### src/rtl/branch_predictor_pkg.sv
// rtl/branch_predictor_pkg.sv - shared opcode and 2-bit counter constants for the branch predictor
package branch_predictor_pkg;

  localparam logic [4:0] OPC_BRANCH_5 = 5'b11000;

  localparam logic [1:0] BP_SNT = 2'b00;
  localparam logic [1:0] BP_WNT = 2'b01;
  localparam logic [1:0] BP_WT  = 2'b10;
  localparam logic [1:0] BP_ST  = 2'b11;

  // Saturating step of a 2-bit predictor counter toward the resolved direction
  function automatic logic [1:0] bp_sat_next(input logic [1:0] cnt, input logic taken);
    if (taken) begin
      return (cnt == BP_ST) ? BP_ST : cnt + 2'd1;
    end
    return (cnt == BP_SNT) ? BP_SNT : cnt - 2'd1;
  endfunction

endpackage

### src/rtl/bp_counter_table.sv
// rtl/bp_counter_table.sv - 2-bit saturating counter table, async read, sync saturating write
module bp_counter_table
  import branch_predictor_pkg::*;
#(
  parameter int INDEX_BITS = 6
) (
  input  logic                  clk,
  input  logic                  rst,
  input  logic [INDEX_BITS-1:0] ridx,
  output logic [1:0]            rdata,
  input  logic                  we,
  input  logic [INDEX_BITS-1:0] widx,
  input  logic                  taken
);

  localparam int ENTRIES = 1 << INDEX_BITS;

  logic [1:0] cnt_q [ENTRIES];

  // No bypass: a same-cycle write to ridx is seen only from the next cycle
  assign rdata = cnt_q[ridx];

  always_ff @(posedge clk) begin
    if (rst) begin
      for (int i = 0; i < ENTRIES; i++) begin
        cnt_q[i] <= BP_WNT;
      end
    end else if (we) begin
      cnt_q[widx] <= bp_sat_next(cnt_q[widx], taken);
    end
  end

endmodule

### src/rtl/branch_predictor.sv
// rtl/branch_predictor.sv - gshare decode-stage predictor with resolve-time training and statistics
module branch_predictor
  import branch_predictor_pkg::*;
#(
  parameter int INDEX_BITS = 6,
  parameter int GHR_BITS   = 4,
  parameter int CNT_WIDTH  = 32
) (
  input  logic                 clk,
  input  logic                 rst,
  input  logic [31:0]          decode_pc,
  input  logic [31:0]          decode_inst,
  input  logic                 pred_en,
  input  logic                 result,
  output logic                 predict,
  output logic [CNT_WIDTH-1:0] branch_count,
  output logic [CNT_WIDTH-1:0] mispredict_count
);

  logic [INDEX_BITS-1:0] ghr_ext;
  logic [INDEX_BITS-1:0] d_idx;
  logic [INDEX_BITS-1:0] e_idx;
  logic                  e_pred;
  logic [1:0]            d_cnt;
  logic                  is_branch;
  logic                  unused_bits;

  assign unused_bits = ^{decode_pc[31:INDEX_BITS+2], decode_pc[1:0],
                         decode_inst[31:7], decode_inst[1:0]};

  // History only shifts on resolved branches, so it never needs repair
  generate
    if (GHR_BITS > 0) begin : g_ghr
      logic [GHR_BITS-1:0] ghr;

      always_ff @(posedge clk) begin
        if (rst) begin
          ghr <= '0;
        end else if (pred_en) begin
          ghr <= GHR_BITS'({ghr, result});
        end
      end

      assign ghr_ext = INDEX_BITS'(ghr);
    end else begin : g_no_ghr
      assign ghr_ext = '0;
    end
  endgenerate

  assign d_idx     = decode_pc[INDEX_BITS+1:2] ^ ghr_ext;
  assign is_branch = (decode_inst[6:2] == OPC_BRANCH_5);
  assign predict   = ~rst & is_branch & d_cnt[1];

  bp_counter_table #(
    .INDEX_BITS(INDEX_BITS)
  ) u_table (
    .clk   (clk),
    .rst   (rst),
    .ridx  (d_idx),
    .rdata (d_cnt),
    .we    (pred_en),
    .widx  (e_idx),
    .taken (result)
  );

  always_ff @(posedge clk) begin
    if (rst) begin
      e_idx            <= '0;
      e_pred           <= 1'b0;
      branch_count     <= '0;
      mispredict_count <= '0;
    end else begin
      e_idx  <= d_idx;
      e_pred <= predict;
      if (pred_en) begin
        branch_count <= branch_count + CNT_WIDTH'(1);
        if (e_pred != result) begin
          mispredict_count <= mispredict_count + CNT_WIDTH'(1);
        end
      end
    end
  end

endmodule

### config.mk
export PLATFORM = sky130hd
export DESIGN_NAME = branch_predictor
export DESIGN_NICKNAME = d
export VERILOG_FILES = /design/src/rtl/branch_predictor_pkg.sv /design/src/rtl/bp_counter_table.sv /design/src/rtl/branch_predictor.sv
export SDC_FILE = /design/constraint.sdc
export NUM_CORES = 1
export LEC_CHECK = 0
export CORE_UTILIZATION = 62
export CTS_BUF_LIST = sky130_fd_sc_hd__clkbuf_4
export DETAILED_ROUTE_END_ITERATION = 10
export PLACE_DENSITY = 0.89
export SYNTH_ARGS = -nofsm -noshare
export SYNTH_HDL_FRONTEND = slang
export SYNTH_SLANG_ARGS = --single-unit
export TNS_END_PERCENT = 5
### constraint.sdc
create_clock -name clk -period 4.5 [get_ports clk]
set_input_delay 0.45 -clock clk [delete_from_list [all_inputs] [get_ports clk]]
set_output_delay 0.45 -clock clk [all_outputs]
set_load 0.02 [all_outputs]
### Yosys cells after proc, flatten, opt, wreduce, memory -nomap -nowiden

Memories as Yosys holds them, arrays and structs flattened. A register that Yosys moved wholly into a read port is not among the register bits.
Cells that the tools add are included.
Widths: inputs -> output; s select.

* add/sub/neg operators: 4
* eq/ne operators: 3
* mux-type cells: 18
* bitwise gates (word level): 4
* reductions and logical operators: 3

Operator list (number)
* $add 32x1->32 const B: 2
* $mux 2: 7
* $mux 6: 2
* $mux 1: 9
* $xor 6x4->6: 1
* $eq 5x5->1 const B: 1
* $add 2x1->2 const B: 1
* $and 1x1->1: 2
* $eq 2x2->1 const B: 1
* $logic_not 2->1: 1
* $reduce_and 2->1: 1
* $reduce_or 2->1: 1
* $sub 2x1->2 const B: 1
* $ne 1x1->1: 1
* $not 1->1: 1

* flip-flop bits (word level): 75
* bits in writable memories: 128
* input port bits: 68
* output and inout port bits: 65
* logic and storage cells: 38
* memories kept: 1

Memories
* u_table.cnt_q: depth 64, bits a word 2, read ports 2, clocked after Yosys merged registers in 1, write ports 64, RTL line bp_counter_table.sv:18 `logic [1:0] cnt_q [ENTRIES];`

### Longest topological paths before layout

* depth after elaboration: 7
* mapped depth: 12
* depth with buffers taken out: 8

### Cells and area by module

A second synthesis with hierarchy kept.

* cells, all modules: 1044
* area, all modules: 11419.7 sq um

Modules (own cells, without submodules)
* bp_counter_table: times used 1, cells each 635, area each 7783.7 sq um, sequential area each 3843.7 sq um
* branch_predictor: times used 1, cells each 409, area each 3636.0 sq um, sequential area each 1501.4 sq um

### Worst setup path before layout

Ideal clock, no wire load.

* path kind: in2out
* from: input decode_pc[2]
* to: output predict
* arrival: 2.697 ns
* required time: 4.050 ns
* slack: 1.353 ns
* cell stages on the path: 6
* path buffers: 1
* path through: xor2_1 buf_6 mux4_2 mux4_2 mux2i_1 o31ai_1

* longest elaborated chain between the ends: 3

Ends and longest elaborated chain
* start, declared: RTL line branch_predictor.sv:11 `input logic [31:0] decode_pc,`
* $xor 6x4->6: RTL line branch_predictor.sv:50 `assign d_idx = decode_pc[INDEX_BITS+1:2] ^ ghr_ext;`
* $mem_v2 64x2
* $and 1x1->1: RTL line branch_predictor.sv:52 `assign predict = ~rst & is_branch & d_cnt[1];`
* end, declared: RTL line branch_predictor.sv:15 `output logic predict,`

No other way between the ends.

### Worst setup path after layout

* from: register g_ghr.ghr[0]
* to: output predict

* longest elaborated chain between the ends: 3

Ends and longest elaborated chain
* start, declared: RTL line branch_predictor.sv:34 `logic [GHR_BITS-1:0] ghr;`
* start signal, assigned: RTL line branch_predictor.sv:40 `ghr <= GHR_BITS'({ghr, result});`
* $xor 6x4->6: RTL line branch_predictor.sv:50
* $mem_v2 64x2
* $and 1x1->1: RTL line branch_predictor.sv:52

No other way between the ends.

==> results_dict.tcl <==
set metrics [dict create \
    outcome "complete, no violations" \
    p_switching_uw 1080 \
    cts_setup_buffers 0 \
    setup-violations-final 0 \
    leakage_uw 0.00400 \
    synth_area_leader_cell "edfxtp_1" \
    path_class "reg -> out" \
    reg2reg_depth 9 \
    ys_types 55 \
    cp_data_required_time_ns 4.05 \
    synth-main-ff-cell "edfxtp_1" \
    post-dp-hpwl_microns 17100 \
    clock_skew_ns 0.0445 \
    dieArea_sq_um 17600 \
    numCtsBuffers 53 \
    rsz0062_at_grt "false" \
    clkSinkCount 203 \
    area_growth_pct 14.7 \
    cts_max_level 2 \
    critPathMaxStageDelay_ns 0.57 \
    gr-total-overflow 0 \
    synth_edf_count 128 \
    ys.warnings.count 0 \
    cp-start-kind "flop" \
    cpMostUsedCell "mux4_2" \
    dp_cells 1227 \
    drc 0 \
    synth_seq_cells 203 \
    drt_first_pass_iters 6 \
    core_area_sq_um 16600 \
    synth_area_leaders "edfxtp_1 36%, dfxtp_1 14%, mux4_2 6.4%" \
    grt_util_met2_pct 49.0 \
    io_buffer_count 79 \
    grt.total_usage_pct 30.0 \
    rrSetupSlack_ns 0.82 \
    drt_wl_total_microns 25800 \
    cts.clk_slew.worst_paths_ns 0.06 \
    synth_top_area_share_pct 36.4 \
    intPower_uw 3030 \
    hp-start "rst" \
    cts-root-buf "clkbuf_4" \
    cts_tree "built" \
    max_freq_mhz 249 \
    finalSetupTns_ns 0 \
    design_area_sq_um 12100 \
    synthCells 976 \
    nNetsFinal 1132 \
    dr.first_iter.drc_count 809 \
    path_cells "xor2_2 -> buf_4 -> mux4_2 -> mux4_2 -> mux2i_1 -> o31ai_1 -> clkdlybuf4s50_1" \
    combPwrFrac_pct 11.8 \
    crit_family "multiplexers" \
    power_density_nw_per_um2 339 \
    initial_core_util_pct 63.7 \
    seq_power_share_pct 49.7 \
    dr_total_vias 8191 \
    holdPathStages 2 \
    final_layout_size_suffix_gt1_share_pct 20.0 \
    place_area_sq_um 11400 \
    grt_max_degree 61 \
    hold_violations 0 \
    postCtsHoldBufs 0 \
    p_clk_share_pct 38.5 \
    report.final.slew_viol_count 0 \
    grt_pass1_wl_microns 40800 \
    max-slew-margin-rel_pct 23.2 \
    whs_ns 0.242 \
    grt_use_met1_pct 37.7 \
    async_flop_share_pct 0 \
    hold_path_end "e_idx[4]" \
    layoutNonFillerInstCount 1321 \
    max_slew.worst_pin.slew_ns 1.15 \
    gp_congestion 0.910 \
    clk_latency_ns 0.68 \
    top_usage_layer "met2" \
    final_common_cell "nor2_1" \
    cp_slowest_cell "clkdlybuf4s50_1" \
    reg2reg_to "u_table.cnt_q[7][0]" \
    arrival_ns 3.57 \
    clk_path_buf_depth 3 \
    drt-vias-per-instance 6.20 \
    grt_pass1_vias 7996 \
    antenna_left 0 \
    power_uw 4110 \
    period_share_pct 89.3 \
    final_cell_mix "130 x nor2_1, 128 x edfxtp_1, 85 x clkbuf_4" \
    switching_share_pct 26.3 \
    r2r_start "e_idx[2]" \
    chipHeight_microns 132 \
    synth-seq-area-share_pct 50.6 \
    hold_path.class "in -> reg" \
    peakVddDrop_mv 0.215 \
    wire_per_inst_microns 19.5 \
    io_pins 133 \
    antenna_found_initial 1 \
    use_met3_pct 7.43 \
    min_period_ns 4.02 \
    postSynthAreaPerCell_sq_um 10.8 \
    netlist_area_sq_um 10600 \
    maxCapViolations 0 \
    critPathCaptureType "output pin" \
    path_buf_inv 2 \
    rows 47 \
    syn_nets 1046 \
    die_w_microns 132 \
    crit_path_max_fanout 14 \
    cts_resized 0 \
]
-- worst max-delay path by stage --
stage / start / to / slack [ns] / cells after the start
CTS: g_ghr.ghr[0] / predict / 0.47 / 7
global route: g_ghr.ghr[0] / predict / 0.34 / 7
detailed placement: decode_pc[2] / predict / 0.62 / 8
floorplan: decode_pc[2] / predict / 1.35 / 6
finish: g_ghr.ghr[0] / predict / 0.48 / 7
global placement: decode_pc[2] / predict / 0.63 / 8
-- cell usage after synthesis (all sizes together) (2+ instances only) --
cell,number
and2,5
o22a,2
a21boi,2
nor2,130
mux2,11
a211oi,2
xor2,40
o211ai,3
nand2,83
inv,12
dfxtp,75
o31ai,3
mux4,30
xnor2,20
and3,11
a22oi,8
or3b,3
or3,12
maj3,2
nand3,73
a21oi,13
buf,37
a2bb2oi,2
nand3b,6
nor2b,8
nor4,4
ha,2
nand4,20
edfxtp,128
o2bb2ai,2
o21ai,14
a21o,26
a31oi,6
and4,5
clkbuf,35
nor3b,3
nand2b,31
or2,20
nor3,49
mux2i,30
-- cell families (layout without fill, tap and decap cells) --
logic type | count (synthesis) | count (layout) | share of synthesized area [%]
buffers and inverters | 84 | 208 | 4.37
muxes | 71 | 71 | 10.4
other | 0 | 1 | 0
adders and majority gates | 4 | 4 | 0.438
AOI/OAI and AO/OA | 88 | 88 | 5.93
xor gates and xnor gates | 60 | 60 | 4.98
DFF | 203 | 203 | 50.6
and+or+nand+nor | 466 | 466 | 23.2
-- sequential cells by signal (all words and copies together), names as in the netlist --
signal	flops
branch_count	32
e_idx	6
e_pred	1
g_ghr.ghr	4
mispredict_count	32
u_table.cnt_q	128
-- metal layers --
metal,vias up,part of all wire [%],routed length (microns)
li1,3706,-,-
met1,3875,37,9550
met2,518,48,12400
met3,92,11,2860
met4,0,3.9,1020
met5,-,0,0
-- area by class of cell --
| type | count | area (sq um) |
|---|---|---|
| clock inverters | 8 | 30.0 |
| fillers | 1145 | 4470 |
| repair buffers | 103 | 1010 |
| flip-flops and latches | 203 | 5350 |
| multi-input cells | 689 | 4770 |
| diodes | 1 | 2.50 |
| inverters | 12 | 45.0 |
| clock buffers | 85 | 638 |
| well taps | 220 | 275 |
-- power groups by stage --
stage	clock network (uW)	registers, uW	logic, uW
floorplan	0	2060	385
global placement	0	2080	464
detailed placement	0	2080	474
CTS	1600	2040	476
global route	1710	2040	510
finish	1580	2040	485
-- stage by stage --
stage / setup slack [ns] / utilization, %
2_1_floorplan: 1.35 / -
3_3_place_gp: 0.633 / 69.0
3_5_place_dp: 0.624 / 69.0
4_1_cts: 0.474 / 73.0
5_1_grt: 0.345 / 73.0
6_report: 0.480 / 73.0
No activity file was read; power rests on OpenSTA's default activity.
